==> config.mk <==
export PLATFORM = sky130hd
export DESIGN_NAME = pipe_skid_buffer
export DESIGN_NICKNAME = d
export VERILOG_FILES = /design/src/rtl/pipe_skid_buffer.sv
export SDC_FILE = /design/constraint.sdc
export NUM_CORES = 1
export LEC_CHECK = 0
export CORE_ASPECT_RATIO = 1.1
export CORE_UTILIZATION = 30
export DETAILED_ROUTE_END_ITERATION = 12
export PLACE_DENSITY = 0.51
export SLEW_MARGIN = 20
export SYNTH_ARGS = -nofsm -noshare
export SYNTH_HDL_FRONTEND = slang
export SYNTH_SLANG_ARGS = --single-unit
==> constraint.sdc <==
create_clock -name clk -period 1.8 [get_ports clk]
set_input_delay 0.18 -clock clk [delete_from_list [all_inputs] [get_ports clk]]
set_output_delay 0.18 -clock clk [all_outputs]
set_load 0.02 [all_outputs]
==> src/rtl/pipe_skid_buffer.sv <==
// Two-entry elastic pipeline register: main entry feeds the consumer, skid entry
// absorbs the one extra payload accepted in the cycle the consumer stalls.
module pipe_skid_buffer #(
  parameter int WIDTH = 32
) (
  input  logic             clk,
  input  logic             rst_n,
  input  logic             flush_i,
  input  logic             in_valid_i,
  output logic             in_ready_o,
  input  logic [WIDTH-1:0] in_data_i,
  output logic             out_valid_o,
  input  logic             out_ready_i,
  output logic [WIDTH-1:0] out_data_o,
  output logic [1:0]       count_o
);

  typedef enum logic [1:0] {
    EMPTY = 2'd0,
    BUSY  = 2'd1,
    FULL  = 2'd2
  } state_t;

  state_t           state_reg, state_next;
  logic [WIDTH-1:0] main_reg, main_next;
  logic [WIDTH-1:0] skid_reg, skid_next;
  logic             in_ready_reg, in_ready_next;
  logic             out_valid_reg, out_valid_next;
  logic [1:0]       count_reg, count_next;
  logic             in_xfer, out_xfer;

  assign in_xfer  = in_valid_i && in_ready_reg;
  assign out_xfer = out_valid_reg && out_ready_i;

  always_ff @(posedge clk or negedge rst_n) begin
    if (!rst_n) begin
      state_reg     <= EMPTY;
      main_reg      <= '0;
      skid_reg      <= '0;
      in_ready_reg  <= 1'b1;
      out_valid_reg <= 1'b0;
      count_reg     <= 2'd0;
    end else begin
      state_reg     <= state_next;
      main_reg      <= main_next;
      skid_reg      <= skid_next;
      in_ready_reg  <= in_ready_next;
      out_valid_reg <= out_valid_next;
      count_reg     <= count_next;
    end
  end

  always_comb begin
    state_next = state_reg;
    main_next  = main_reg;
    skid_next  = skid_reg;

    unique case (state_reg)
      EMPTY: begin
        if (in_xfer) begin
          main_next  = in_data_i;
          state_next = BUSY;
        end
      end
      BUSY: begin
        if (in_xfer && out_xfer) begin
          main_next = in_data_i;
        end else if (in_xfer) begin
          skid_next  = in_data_i;
          state_next = FULL;
        end else if (out_xfer) begin
          state_next = EMPTY;
        end
      end
      FULL: begin
        if (out_xfer) begin
          main_next  = skid_reg;
          state_next = BUSY;
        end
      end
      default: state_next = EMPTY;
    endcase

    // Redirect wins over any handshake; held payloads are simply forgotten.
    if (flush_i) begin
      state_next = EMPTY;
      main_next  = main_reg;
      skid_next  = skid_reg;
    end

    // Status flags are registered from the next state so no input reaches an output.
    in_ready_next  = (state_next != FULL);
    out_valid_next = (state_next != EMPTY);
    count_next     = state_next;
  end

  assign in_ready_o  = in_ready_reg;
  assign out_valid_o = out_valid_reg;
  assign out_data_o  = main_reg;
  assign count_o     = count_reg;

endmodule

# Word level (Yosys, flattened, before mapping)
# Index checks and enable logic that the tools add are counted.
[word_totals] latch_bits=0 n_memories=0 rom_bits=0 word_cells=32 in_bits=37 ram_bits=0 reg_bits=68 output_inout_bits=36
[classes] reduce_logical=8 n_addsub=0 mul=0 shifts=0 n_mux=11 div_mod_pow=0 bitwise_logic=2 n_eq_ne=6 order_cmp=0
[ops] op="2-to-1 mux 32 bit" count=3
[ops] op="one-hot mux 32 bit (3 select lines)" count=1
[ops] op="2-to-1 mux 2 bit" count=6
[ops] op="!= test 2 bit, second input constant" count=4
[ops] op="one-hot mux 2 bit (3 select lines)" count=1
[ops] op="AND reduction 5 bit" count=1
[ops] op="AND reduction 4 bit" count=1
[ops] op="logical AND 1 bit" count=3
[ops] op="nonzero test 3 bit" count=1
[ops] op="== test 2 x 1 -> 1 bit, second input constant" count=1
[ops] op="== test 2 bit, second input constant" count=1
[ops] op="logical NOT 2 bit" count=1
[ops] op="inverter 1 bit" count=2
[ops] op="nonzero test 2 bit" count=1

# Logic depth before layout (Yosys ltp)
# Gate-level depths: netlist (run 1).
[depth] ltp_word=7 depth_mapped=5

# Worst setup path before layout (run 1)
# OpenSTA, ideal clock, no wires.
[synth_path] kind="reg2reg" start="register in_ready_reg (netlist: in_ready_o)" end="register main_reg[0] (netlist: out_data_o[0])" period_less_slack_ns=1.782 n_path_buf=1 path_stages_with_launch=5 path_slack_ns=0.018 setup_ns=0.125 arrival_time_ns=1.657 path_cell_list="dfstp_2 > nand3b_1 > a221oi_4 > buf_6 > mux2_2"
[synth_via] elab_chain_cells=4
[synth_lines] element="start: declaration" line_no="27" source="logic in_ready_reg, in_ready_next;"
[synth_lines] element="start signal: assignment" line_no="47" source="in_ready_reg <= in_ready_next;"
[synth_lines] element="logical AND 1 bit (*)" line_no="32" source="assign in_xfer = in_valid_i && in_ready_reg;"
[synth_lines] element="logical AND 1 bit" line_no="66" source="if (in_xfer && out_xfer) begin"
[synth_lines] element="!= test 2 bit (no source line)"
[synth_lines] element="AND reduction 5 bit (no source line) (*)"
[synth_lines] element="end signal: assignment" line_no="45" source="main_reg <= main_next;"
[synth_lines] element="end: declaration" line_no="25" source="logic [WIDTH-1:0] main_reg, main_next;"
# Mark *: on every way between the ends. The rest lies on a longest branch, timed or not.
# A chain may end at the register's enable or synchronous reset.

# Worst setup path in the final report (run 1)
[layout_path] start="register in_ready_reg (netlist: in_ready_o)" end="register main_reg[28] (netlist: out_data_o[28])"
# Same word-level chain as after synthesis.

==> results of run 1 <==
==> stage by stage <==
stage               cell area [sq um]  TNS [ps]
global route                     4234    -5.904
global placement                 3975     -2985
detailed placement               3975     -2812
finish                           4234         0
CTS                              4220         0
floorplan                        2994         0
==> kinds of logic after synthesis <==
family	Yosys count	synth area share, %
buf+inv	11	2.423
mux	96	36.11
compound gates	10	2.800
simple gates	9	1.798
flops	68	56.87
==> Yosys cell counts (3+ instances only) <==
library cell,n
a21oi_1,4
buf_2,7
buf_6,3
nand2_1,3
mux2_2,90
mux2_1,6
dfrtp_1,67
==> worst max-delay path, delay by kind of cell, from the launching register on <==
family                 cells  cell delay [ps]
multiplexers               1              340
AND/OR/NAND/NOR            1              120
flip-flops                 1              530
AO/OA/AOI/OAI              1              400
buffers and inverters      1              210
==> final cells by class <==
type | count | area share [%]
repair buffers | 85 | 21.45
flip-flops and latches | 68 | 40.25
well taps | 117 | 3.457
clock inverters | 5 | 1.980
multi-input cells | 115 | 29.20
inverters | 1 | 0.08865
clock buffers | 11 | 3.576
==> worst min path at each step <==
stage	startpoint	endpoint	slack, ps	cells after the start
2_1_floorplan	rst_n	count_o[0]	-120	0
3_3_place_gp	rst_n	skid_reg[30]	180	1
3_5_place_dp	rst_n	skid_reg[30]	180	1
4_1_cts	rst_n	skid_reg[4]	340	2
5_1_grt	rst_n	skid_reg[3]	360	2
6_report	rst_n	skid_reg[30]	330	2
==> per-layer routing <==
layer  part of all wire (%)  routed length (um)  vias up
met1                     48                2899      921
met4                    1.8                 109        0
li1                       -                   -      877
met3                    3.6                 217        9
met5                      0                   0        -
met2                     47                2853       44
==> timing repair <==
action,CTS,global route
hold buffers,1,0
endpoints found under the hold margin,32,0
gates resized for setup,0,5
endpoints found under the setup margin,0,28
==> power by group <==
part / switching (uW) / internal [uW] / leakage (uW)
sequential: 256 / 2060 / 0.000813
clock: 600 / 858 / 0.000112
combinational: 679 / 1010 / 0.000825
total: 1540 / 3930 / 0.00175
==> impl_metrics.toml, run 1 <==
[timing]
hold_viol = 0
min_period_ps = 1731
holdWs_ps = 325.3
finalSetupViolations = 0
finalCritPeriodShare_pct = 96.15
maxClockFrequency_mhz = 577.8
slew_headroom_pct = 69.39
fin_skew_ps = 9.078
drv_slew = 0
fin_ws_ps = 69.37
rsz0062_at_grt = "true"
worst_pin_slew_ps = 459.1

[synthesis]
netlist_area_sq_um = 2994
synthCells = 194
yosys_register_bits = 68
syn-num-nets = 231
synthFlopType = "dfrtp_1"
synth_top_area_share_pct = 56.00
ys_types = 21
ys_async_sr_fraction_pct = 100.0
synth_edf_count = 0
yosys_warnings = 0
synth_top_cell_by_area = "dfrtp_1"
synth_area_leaders = "dfrtp_1 (56%), mux2_2 (34%), mux2_1 (2.3%)"
ys_seq_area_share_pct = 56.87
avgSynthCellArea_sq_um = 15.43

[cells_and_area]
area_delta_synth_final_pct = 41.41
drive_above_1_share_pct = 43.86
num-fill-cells = 902
final_common_cell = "mux2_2"
ff_latch_area_sq_um = 1704
nets = 317
multiInputGateArea_sq_um = 1236
fin_cells = 402
layout_common_cells = "mux2_2 (89), clkdlybuf4s50_1 (70), dfrtp_1 (66), clkbuf_8 (11), buf_12 (7)"
n_antenna_cell = 0
postLayoutCoreUtil_pct = 44.40

[grt]
grt_overflow_total = 0
grt_usage_pct = 12.96
grt_pass1_wl_mm = 10.25
grt_max_degree = 37
use_met3_pct = 3.390
grt_pass1_vias = 1893
use_met1_pct = 17.68
antenna_found_initial = 0
grt_use_met2_pct = 19.11
grt-busiest-layer = "met2"

[setup_path]
setup.worst_path.start = "in_ready_o"
path_cells = "nand3b_1 > a221oi_4 > buf_12 > mux2_2"
cp-end-kind = "flip-flop"
endpoint = "out_data_o[28]"
r2r_cells = 4
r2r-start = "in_ready_o"
rrSetupSlack_ps = 70
crit_type = "reg -> reg"
worstReg2RegEnd = "out_data_o[28]"
critPathSlowestCell = "dfstp_2"
cpPeakStageDelay_ps = 530
worstPathMaxFanout = 16
cp.required_ps = 2020
startpoint_type = "flip-flop"
arrival_ps = 1960

[die]
fp.dieH_um = 106.8
core_area_sq_um = 9537
io_pins = 73
die_area_sq_um = 10380
chipWidth_um = 97.25
core.rowCount = 37
initial_utilization_pct = 31.40

[clock_tree]
htree_levels = 3
cts_buffers = 9
cts_tree = "done"
clk_pin_slew_ps = 70
root_buffer = "clkbuf_8"
postCtsSetupBuffers = 0
clk_latency_ps = 340
clk_path_buf_depth = 2
cts_sinks = 68

[place]
gp_congestion = 0.6915
dp_cells = 385
dpl_worst_slack_ps = -100.2
port_buffers = 72
hpwl_mm = 4.087

[drt]
drt-initial-drc-count = 35
drc = 0
vias = 1851
first_pass_iters = 3
drt-total-wl_mm = 6.080
via_per_inst = 4.604
antenna_left = 0
avgRoutedWirePerCell_um = 15.12

[pwr]
power.total_uw = 5461
power.leakage_uw = 0.001750
p_per_area_nw_per_um2 = 1290
ir_drop_uv = 552.2

[flow_run]
cap_violations = 0

[min_path]
worst_hold_path_type = "in -> async"

[outcome]
status = "finished, final reports clean"
Power figures use the tool's default switching activity.
==> inputs of run 2 (changes only) <==
--- a/config.mk
+++ b/config.mk
@@ -8,8 +8,10 @@
 export CORE_ASPECT_RATIO = 1.1
 export CORE_UTILIZATION = 30
 export DETAILED_ROUTE_END_ITERATION = 12
+export MAX_ROUTING_LAYER = met4
 export PLACE_DENSITY = 0.51
 export SLEW_MARGIN = 20
 export SYNTH_ARGS = -nofsm -noshare
 export SYNTH_HDL_FRONTEND = slang
 export SYNTH_SLANG_ARGS = --single-unit
+export TNS_END_PERCENT = 50
==> impl_metrics.toml, run 2 (synthesized netlist as in run 1, its figures left out) <==
[pwr]
ir_drop_uv = 551.8
power.leakage_uw = 0.001750
p_per_area_nw_per_um2 = 1290
power.total_uw = 5462

[clock_tree]
clk_pin_slew_ps = 70
clk_path_buf_depth = 2
cts_buffers = 9
cts_sinks = 68
root_buffer = "clkbuf_8"
cts_tree = "done"
htree_levels = 3
clk_latency_ps = 340

[cells_and_area]
drive_above_1_share_pct = 43.86
nets = 317
area_delta_synth_final_pct = 41.41
n_antenna_cell = 0
layout_common_cells = "mux2_2 (89), clkdlybuf4s50_1 (70), dfrtp_1 (66), clkbuf_8 (11), buf_12 (7)"
finalInstanceArea_sq_um = 4234
final_common_cell = "mux2_2"

[outcome]
status = "finished, final reports clean"

[timing]
worst_pin_slew_ps = 465.0
fin_setup_tns_ps = 0
finalSetupViolations = 0
holdWs_ps = 327.4
rsz0062_at_grt = "true"
fin_skew_ps = 11.19
maxClockFrequency_mhz = 577.9
fin_ws_ps = 69.56
min_period_ps = 1730
slew_headroom_pct = 69.00
hold_viol = 0
drv_slew = 0
finalCritPeriodShare_pct = 96.14

[die]
io_pins = 73
die_area_sq_um = 10380
fp.dieH_um = 106.8
chipWidth_um = 97.25
core.rowCount = 37
initial_utilization_pct = 31.40
core_area_sq_um = 9537

[drt]
first_pass_iters = 4
via_per_inst = 4.595
drt-initial-drc-count = 35
antenna_left = 0
vias = 1847
drc = 0
avgRoutedWirePerCell_um = 15.16
drt-total-wl_mm = 6.093

[grt]
grt_pass1_vias = 1896
use_met3_pct = 3.064
grt_pass1_wl_mm = 10.23
grt_max_degree = 37
grt_overflow_total = 0
grt-busiest-layer = "met2"
grt_usage_pct = 13.27
grt_use_met2_pct = 19.22
antenna_found_initial = 0
use_met1_pct = 17.63

[place]
gp_congestion = 0.6989
hpwl_mm = 4.087
placed_area_sq_um = 3975
port_buffers = 72
dpl_worst_slack_ps = -100.2

[min_path]
worst_hold_path_type = "in -> async"

[flow_run]
cap_violations = 0

[setup_path]
cp.required_ps = 2020
cp-end-kind = "flip-flop"
r2r-start = "in_ready_o"
r2r_cells = 4
crit_type = "reg -> reg"
setup.worst_path.start = "in_ready_o"
worstPathMaxFanout = 16
startpoint_type = "flip-flop"
arrival_ps = 1950
run 2: cell counts in the layout (fill, tap and decap cells not counted):
Identical to the previous run, type by type.
run 2: where the power goes:
| group | switching [uW] | leakage (uW) | total [uW] | internal, uW |
|---|---|---|---|---|
| clock | 601 | 0.000112 | 1460 | 858 |
| combinational | 679 | 0.000825 | 1690 | 1010 |
| sequential | 256 | 0.000813 | 2320 | 2060 |
| total | 1540 | 0.00175 | 5460 | 3930 |
run 2: repair_timing:
action	in CTS	in global routing
hold buffers	1	0
endpoints found under the hold margin	32	0
setup buffers	0	0
resized for setup	0	5
endpoints found under the setup margin	0	28
run 2: through the flow:
| stage | std cells | utilization (%) |
|---|---|---|
| 6_report | 402 | 44.40 |
| 5_1_grt | 402 | 44.40 |
| 4_1_cts | 402 | 44.25 |
| 3_5_place_dp | 385 | 41.68 |
| 3_3_place_gp | 385 | 41.68 |
| 2_1_floorplan | 194 | - |
run 2: routing by layer:
layer | up-vias | share of wire (%)
li1 | 878 | -
met1 | 916 | 48
met2 | 44 | 47
met3 | 9 | 3.2
met4 | 0 | 1.6
met5 | - | 0
run 2: area by class of cell:
type                    count  area (sq um)
inverters                   1         3.754
clock inverters             5         83.83
repair buffers             85         908.4
fillers                   902          5303
well taps                 117         146.4
flip-flops and latches     68          1704
multi-input cells         115          1236
clock buffers              11         151.4
run 2: worst paths after layout:
kind,end,slack [ps]
worst max-delay path,out_data_o[12],70
worst min-delay path,skid_reg[30],330
worst max register to register,out_data_o[12],70
worst min register to register,out_data_o[30],490
max in group asynchronous,in_ready_o,840
min in group clk,skid_reg[2],470
run 2: worst max-delay path, cell delays in order (launching register included):
cell	delay, ps
dfstp_2	530
nand3b_1	120
a221oi_4	400
buf_12	210
mux2_2	340
==> inputs of run 3 (changes only) <==
--- a/config.mk
+++ b/config.mk
@@ -5,11 +5,14 @@
 export SDC_FILE = /design/constraint.sdc
 export NUM_CORES = 1
 export LEC_CHECK = 0
+export CAP_MARGIN = 30
 export CORE_ASPECT_RATIO = 1.1
+export CORE_MARGIN = 4
 export CORE_UTILIZATION = 30
 export DETAILED_ROUTE_END_ITERATION = 12
+export DONT_BUFFER_PORTS = 1
 export MAX_ROUTING_LAYER = met4
-export PLACE_DENSITY = 0.51
+export PLACE_DENSITY = 0.41
 export SLEW_MARGIN = 20
 export SYNTH_ARGS = -nofsm -noshare
 export SYNTH_HDL_FRONTEND = slang
==> impl_metrics.toml, run 3 (synthesized netlist as in run 1, its figures left out) <==
[place]
hpwl_mm = 4.423
placed_area_sq_um = 3247
gp_congestion = 0.7922
dp_cells = 315
port_buffers = 0

[clock_tree]
clk_path_buf_depth = 2
cts_buffers = 9
cts_sinks = 68
clk_pin_slew_ps = 70
root_buffer = "clkbuf_8"
clk_latency_ps = 330
cts_tree = "done"
htree_levels = 3

[outcome]
status = "finished, final reports clean"

[die]
fp.dieH_um = 112.8
core_area_sq_um = 9537
die_area_sq_um = 11640
core.rowCount = 37
io_pins = 73
initial_utilization_pct = 31.40
chipWidth_um = 103.3

[drt]
via_per_inst = 4.891
drt-initial-drc-count = 29
drc = 0
vias = 1800
antenna_left = 0
avgRoutedWirePerCell_um = 18.83
drt-total-wl_mm = 6.930
first_pass_iters = 4

[timing]
finalSetupViolations = 0
worst_pin_slew_ps = 346.0
finalCritPeriodShare_pct = 95.79
hold_viol = 0
maxClockFrequency_mhz = 579.9
drv_slew = 0
min_period_ps = 1724
fin_skew_ps = 8.408
slew_headroom_pct = 76.93

[cells_and_area]
finalInstanceArea_sq_um = 3849
drive_above_1_share_pct = 50.20
fin_cells = 368
layout_common_cells = "mux2_2 (90), dfrtp_1 (67), dlygate4sd3_1 (34), clkbuf_8 (10), buf_4 (10)"
area_delta_synth_final_pct = 28.54
nets = 284
final_common_cell = "mux2_2"
postLayoutCoreUtil_pct = 40.36
n_antenna_cell = 0

[flow_run]
cap_violations = 0

[setup_path]
critPathSlowestCell = "dfrtp_1"
critPathBufInv = 2
arrival_ps = 1940
startpoint_type = "flip-flop"
cpPeakStageDelay_ps = 410
path_cells = "nand2b_1 > a221oi_4 > buf_6 > buf_12 > mux2_2"
setup.worst_path.start = "count_o[0]"
crit_type = "reg -> reg"
worstPathMaxFanout = 15
cp-end-kind = "flip-flop"
critPathTopFamily = "flip-flops"
cp.required_ps = 2020
r2r-start = "count_o[0]"

[pwr]
ir_drop_uv = 538.7
power.leakage_uw = 0.001621
p_per_area_nw_per_um2 = 1244
power.total_uw = 4787

[min_path]
min_from = "flush_i"
worst_hold_path_type = "in -> reg"

[grt]
grt_pass1_vias = 2110
grt_overflow_total = 0
grt_usage_pct = 12.83
grt_pass1_wl_mm = 10.96
grt_max_degree = 69
antenna_found_initial = 0
-- run 3: worst paths after layout --
| path | end | slack (ps) | cells past startpoint |
|---|---|---|---|
| min reg2reg | skid_reg[7] | 500 | 1 |
| min in group asynchronous | out_data_o[0] | 400 | 2 |
| max | out_data_o[19] | 80 | 5 |
| max reg2reg | out_data_o[19] | 80 | 5 |
| min | in_ready_o | 30 | 2 |
| max in group asynchronous | in_ready_o | 1070 | 2 |
-- run 3: through the flow --
| step | setup slack (ps) | setup TNS, ps | hold slack [ps] |
|---|---|---|---|
| final | 75.71 | 0 | 32.35 |
| after global routing | -9.472 | -57.10 | 36.49 |
| after CTS | 42.42 | 0 | 11.79 |
| after detailed placement | 50.40 | 0 | -112.2 |
| after global placement | 94.06 | 0 | -112.6 |
| after floorplan | 18.49 | 0 | -115.6 |
-- run 3: area by class of cell --
cell class	instances	area, sq um
Inverter	1	3.754
Clock buffer	10	137.6
Multi-Input combinational cell	115	1226
Tap cell	117	146.4
Timing Repair Buffer	52	579.3
Fill cell	883	5688
Sequential cell	68	1703
Clock inverter	5	52.55
-- run 3: power by group --
part	internal (uW)	switching, uW	leakage [uW]
clock network	662	555	0.0000979
registers	2060	626	0.000814
logic	590	292	0.000709
-- run 3: what timing repair did --
item	4_1_cts	5_1_grt
setup buffers	0	2
hold endpoints to repair	102	0
resized for setup	0	1
endpoints found under the setup margin	0	32
hold buffers	35	0
-- run 3: per-layer routing --
metal	share of wire [%]	global-route usage (%)
met1	38	12.80
met2	54	22.29
met3	5.7	4.439
met4	2.1	5.527
met5	0	-
